[config.mk]
export PLATFORM = sky130hd
export DESIGN_NAME = yutorina_bus_arbiter
export DESIGN_NICKNAME = d
export VERILOG_FILES = /design/src/rtl/yutorina_bus_arbiter_pkg.sv /design/src/rtl/yutorina_rr_pick.sv /design/src/rtl/yutorina_bus_arbiter.sv
export SDC_FILE = /design/constraint.sdc
export NUM_CORES = 1
export LEC_CHECK = 0
export BUFFER_PORTS_ARGS = -buffer_cell sky130_fd_sc_hd__buf_4
export CORE_AREA = 3 3 153 155
export CTS_BUF_LIST = sky130_fd_sc_hd__clkbuf_8
export CTS_CLUSTER_DIAMETER = 30
export CTS_CLUSTER_SIZE = 40
export DETAILED_ROUTE_END_ITERATION = 8
export DIE_AREA = 0 0 156 158
export PLACE_DENSITY = 0.39
export SLEW_MARGIN = 30
export SYNTH_ARGS = -nofsm -noshare
export SYNTH_HDL_FRONTEND = slang
export SYNTH_SLANG_ARGS = --single-unit
[constraint.sdc]
create_clock -name clk -period 4.86 [get_ports clk]
set_input_delay 0.729 -clock clk [delete_from_list [all_inputs] [get_ports clk]]
set_output_delay 0.729 -clock clk [all_outputs]
set_load 0.02 [all_outputs]
[src/rtl/yutorina_bus_arbiter_pkg.sv]
// rtl/yutorina_bus_arbiter_pkg.sv - shared bus definitions: master count, index width, arbiter states, reset values
package yutorina_bus_arbiter_pkg;

    localparam int N_MASTERS = 4;
    localparam int IDX_W     = 2;

    typedef logic [IDX_W-1:0] idx_t;

    typedef enum logic {
        IDLE  = 1'b0,
        OWNED = 1'b1
    } arb_state_t;

    // Bus read/write encoding on *_rw.
    localparam logic RW_READ  = 1'b1;
    localparam logic RW_WRITE = 1'b0;

    localparam arb_state_t             STATE_RST = IDLE;
    localparam idx_t                   PTR_RST   = '0;
    localparam logic [N_MASTERS-1:0]   GRNT_RST  = '1;
    localparam logic [N_MASTERS-1:0]   RDY_RST   = '1;

endpackage

[src/rtl/yutorina_rr_pick.sv]
// rtl/yutorina_rr_pick.sv - combinational 4-way round-robin search from a start index
//
// Ports:
//   req   in  N_MASTERS  active-high request vector
//   start in  IDX_W      first index examined; search wraps start, start+1, ...
//   valid out 1          some request was found
//   idx   out IDX_W      first requesting index in search order (start when none)
module yutorina_rr_pick
    import yutorina_bus_arbiter_pkg::*;
(
    input  logic [N_MASTERS-1:0] req,
    input  idx_t                 start,
    output logic                 valid,
    output idx_t                 idx
);

    idx_t cand;

    // Scan from the farthest offset down to offset 0 so the nearest
    // requester in search order is the last one written and therefore wins.
    always_comb begin
        valid = 1'b0;
        idx   = start;
        cand  = start;
        for (int i = N_MASTERS - 1; i >= 0; i--) begin
            cand = start + idx_t'(i);
            if (req[cand]) begin
                valid = 1'b1;
                idx   = cand;
            end
        end
    end

endmodule

[src/rtl/yutorina_bus_arbiter.sv]
// rtl/yutorina_bus_arbiter.sv - 4-master round-robin bus arbiter with shared slave bus mux
//
// Ports:
//   clk, rst                         clock, asynchronous active-high reset
//   m_req_[3:0]      in   active-low per-master request
//   m_grnt_[3:0]     out  active-low per-master grant (registered)
//   m_addr/m_as_/m_rw/m_w_data  in  per-master transaction signals
//   m_rdy_[3:0]      out  active-low per-master ready (owner sees s_rdy_)
//   m_r_data         out  slave read data broadcast to all masters
//   s_addr/s_as_/s_rw/s_w_data  out shared slave bus driven by the owner
//   s_rdy_, s_r_data in   slave ready (active-low) and read data
module yutorina_bus_arbiter
    import yutorina_bus_arbiter_pkg::*;
#(
    parameter int ADDR_W = 30,
    parameter int DATA_W = 32
) (
    input  logic                              clk,
    input  logic                              rst,
    input  logic [N_MASTERS-1:0]              m_req_,
    output logic [N_MASTERS-1:0]              m_grnt_,
    input  logic [N_MASTERS-1:0][ADDR_W-1:0]  m_addr,
    input  logic [N_MASTERS-1:0]              m_as_,
    input  logic [N_MASTERS-1:0]              m_rw,
    input  logic [N_MASTERS-1:0][DATA_W-1:0]  m_w_data,
    output logic [N_MASTERS-1:0]              m_rdy_,
    output logic [DATA_W-1:0]                 m_r_data,
    output logic [ADDR_W-1:0]                 s_addr,
    output logic                              s_as_,
    output logic                              s_rw,
    output logic [DATA_W-1:0]                 s_w_data,
    input  logic                              s_rdy_,
    input  logic [DATA_W-1:0]                 s_r_data
);

    arb_state_t           state, state_n;
    idx_t                 owner, owner_n;
    idx_t                 ptr, ptr_n;
    logic [N_MASTERS-1:0] grnt_n;

    idx_t                 pick_start;
    logic                 pick_valid;
    idx_t                 pick_idx;

    // IDLE searches from the round-robin pointer; on release the search
    // starts just past the old owner, so the old owner comes last and a
    // one-cycle release hands the bus away whenever anyone else waits.
    assign pick_start = (state == IDLE) ? ptr : owner + idx_t'(1);

    yutorina_rr_pick u_pick (
        .req   (~m_req_),
        .start (pick_start),
        .valid (pick_valid),
        .idx   (pick_idx)
    );

    always_ff @(posedge clk or posedge rst) begin
        if (rst) begin
            state   <= STATE_RST;
            owner   <= PTR_RST;
            ptr     <= PTR_RST;
            m_grnt_ <= GRNT_RST;
        end else begin
            state   <= state_n;
            owner   <= owner_n;
            ptr     <= ptr_n;
            m_grnt_ <= grnt_n;
        end
    end

    always_comb begin
        state_n = state;
        owner_n = owner;
        ptr_n   = ptr;
        case (state)
            IDLE: begin
                if (pick_valid) begin
                    state_n = OWNED;
                    owner_n = pick_idx;
                end
            end
            OWNED: begin
                if (m_req_[owner]) begin
                    ptr_n = owner + idx_t'(1);
                    if (pick_valid) begin
                        owner_n = pick_idx;
                    end else begin
                        state_n = IDLE;
                    end
                end
            end
            default: begin
                state_n = IDLE;
            end
        endcase
        // Grant is computed from the next state so the register holds
        // exactly one low bit while owned and all ones when idle.
        grnt_n = GRNT_RST;
        if (state_n == OWNED) begin
            grnt_n[owner_n] = 1'b0;
        end
    end

    always_comb begin
        s_addr   = '0;
        s_as_    = 1'b1;
        s_rw     = RW_READ;
        s_w_data = '0;
        m_rdy_   = RDY_RST;
        if (state == OWNED) begin
            s_addr         = m_addr[owner];
            s_as_          = m_as_[owner];
            s_rw           = m_rw[owner];
            s_w_data       = m_w_data[owner];
            m_rdy_[owner]  = s_rdy_;
        end
    end

    assign m_r_data = s_r_data;

endmodule

==> flow_summary.yaml <==
floorplan:
  core_sq_um: 22000
  die_w_um: 156
  start_util_pct: 12.6
  pin_count: 399
  rows: 54
  die_h_um: 158
  fp.dieArea_sq_um: 24600
power:
  p_total_uw: 2490
  ir_drop_uv: 304
  p_leak_uw: 0.00246
  pwr_density_cell_nw_per_um2: 465
clock_tree:
  hold_buffers: 0
  clkSinkCount: 9
  postCtsSetupRepairBufs: 0
  cts_max_level: 1
  path_clk_slew_ns: 0.05
  cts_made_buffers: 3
  cts_max_path_buffers: 2
  cts_resized: 0
  cts-root-buf: "clkbuf_8"
  clk_latency_ns: 0.23
  cts_tree: "done"
critical_path:
  path_class: "register to primary output"
  critPathMostFrequentCell: "buf_4"
  cp_slowest_stage_delay_ns: 0.56
  cp_num_buf_inv: 3
  crit_start: "owner[0]"
  path_cells: "buf_4 -> buf_4 -> mux4_2 -> and2_1 -> buf_4"
  cp-start-kind: "register"
  crit_fanout: 21
  critPathTopFamily: "buffers and inverters"
  r2r-start: "owner[0]"
  slowest_stage: "mux4_2"
  arrival_ns: 2.33
  cp-end-kind: "primary output"
  required_ns: 4.13
yosys:
  synth.distinct_cells: 31
  synth_top_area_share_pct: 53.1
  syn_area_sq_um: 2760
  yosys_warnings: 0
  ys_ff_latch: 9
  synth.largest_area_cell: "mux4_2"
  synth_area_leaders: "mux4_2, and2_1, buf_4"
  synth_cells: 243
  ys_seq_area_share_pct: 8.34
  synth_nets: 542
  syn_area_per_cell_sq_um: 11.4
detailed_routing:
  vias: 3293
  drtIter0Drc: 124
  wire_per_inst_um: 20.0
  vias_per_cell: 4.06
  final_antenna_net_count: 0
  first_pass_iters: 4
  drc_errors: 0
  routed_wl_um: 16200
sta:
  hold_viol_final: 0
  setup_viol: 0
  slew_headroom_pct: 35.5
  grt_setup_unrepaired: "no"
  drv_slew: 0
  min_period_ns: 3.06
  worst_pin_slew_ns: 0.967
  finalCritPeriodShare_pct: 63.0
  finalClockSkew_ns: 0.000274
  fin_setup_tns_ns: 0
  clock.fmax_mhz: 327
placed_design:
  dpl_cell_area_sq_um: 5310
  portBuffers: 334
  place_inst: 807
  hpwl_um: 13600
  gp_congestion: 0.799
run:
  cap_violations: 0
final_layout:
  drive_gt1_share_pct: 78.5
  syn_to_final_growth_pct: 94.3
  final_cell_mix: "buf_4, mux4_2, and2_1"
  instances_no_fill: 812
  nFillCells: 2370
  stdcell_area_sq_um: 5360
  fin_nets: 831
  final_common_cell: "buf_4"
outcome:
  status: "complete, no violations"
grt:
  grtUsageTotal_pct: 11.7
  grt_pass1_wl_um: 22200
  gr-total-overflow: 0
  grt_max_degree: 72
  antenna_found_initial: 2
  first_global_vias: 3606
hold_path:
  hold_class: "input port to async pin"
-- logic make-up after synthesis --
group / after synthesis / share of synthesized area, %
AO/OA/AOI/OAI: 17 / 3.95
adder cells (fa/ha/maj): 4 / 1.81
buffers and inverters: 61 / 13.4
flip-flops: 9 / 8.34
multiplexers: 68 / 54.3
AND/OR/NAND/NOR: 84 / 18.2
-- layout make-up --
type | instances | area, sq um | area share (%)
antenna | 1 | 2.50 | 0.0467
clock buffer | 3 | 41.3 | 0.770
clock inverter | 1 | 3.75 | 0.0700
inverter | 6 | 22.5 | 0.420
multi-input combinational | 173 | 2160 | 40.3
sequential | 9 | 236 | 4.41
tap | 280 | 350 | 6.53
timing repair buffer | 339 | 2540 | 47.5
-- through the flow --
stage	utilization, %	setup slack (ns)	hold WS [ns]
after CTS	24.4	1.72	0.468
after floorplan	-	2.11	0.442
after global placement	24.2	2.00	0.464
after global routing	24.4	1.62	0.485
after detailed placement	24.2	1.98	0.481
final	24.4	1.80	0.458
-- worst register-to-register path, cell delays in order (launching register included) --
cell     delay, ns
dfrtp_4       0.40
buf_4         0.34
inv_1         0.16
ha_1          0.35
mux2i_2       0.29
nand2_1       0.10
a311o_1       0.36
a41o_1        0.26
or3b_1        0.38
-- routing by layer --
| metal | vias up | global-route usage (%) | routed length, um |
|---|---|---|---|
| li1 | 1480 | - | - |
| met1 | 1611 | 14.2 | 6090 |
| met2 | 185 | 21.7 | 8560 |
| met3 | 17 | 2.57 | 1360 |
| met4 | 0 | 1.81 | 221 |
| met5 | - | 0 | 0 |
-- final timing paths --
| path | endpoint | slack, ns | cells past startpoint |
|---|---|---|---|
| max | s_addr[21] | 1.80 | 5 |
| min | ptr[0] | 0.46 | 2 |
| max reg2reg | m_grnt_[1] | 2.15 | 8 |
| min reg2reg | ptr[0] | 0.48 | 2 |
| max in group asynchronous | m_grnt_[1] | 4.11 | 2 |
| min in group clk | ptr[0] | 0.48 | 2 |
-- registers in the layout, summed over array words and instances (netlist names) --
name     flops
m_grnt_      4
state        1
ptr          2
owner        2
-- power by group --
group	switching [uW]	internal (uW)
sequential	13.4	119
clock	31.8	55.2
combinational	1090	1180
-- synthesized netlist by cell type --
cell      count
clkbuf_1     14
or3b_1        1
buf_4        33
a21oi_1       5
inv_1         6
o21ai_0       4
mux2i_2       1
mux2i_1       1
nand2b_1      3
a311o_1       1
and3_1        1
dfrtp_1       5
or2_2         1
buf_2         7
nand3b_1      1
buf_6         1
mux2_2        1
dfstp_2       4
nand3_1       2
a31oi_1       2
nor2b_1       1
or2_0         1
nor2_1        1
o22ai_1       1
o211ai_1      2
nand4_1       1
mux4_2       65
ha_1          4
and2_1       62
nand2_1       9
a41o_1        2
Note: power is estimated with default switching activity, not from simulation.
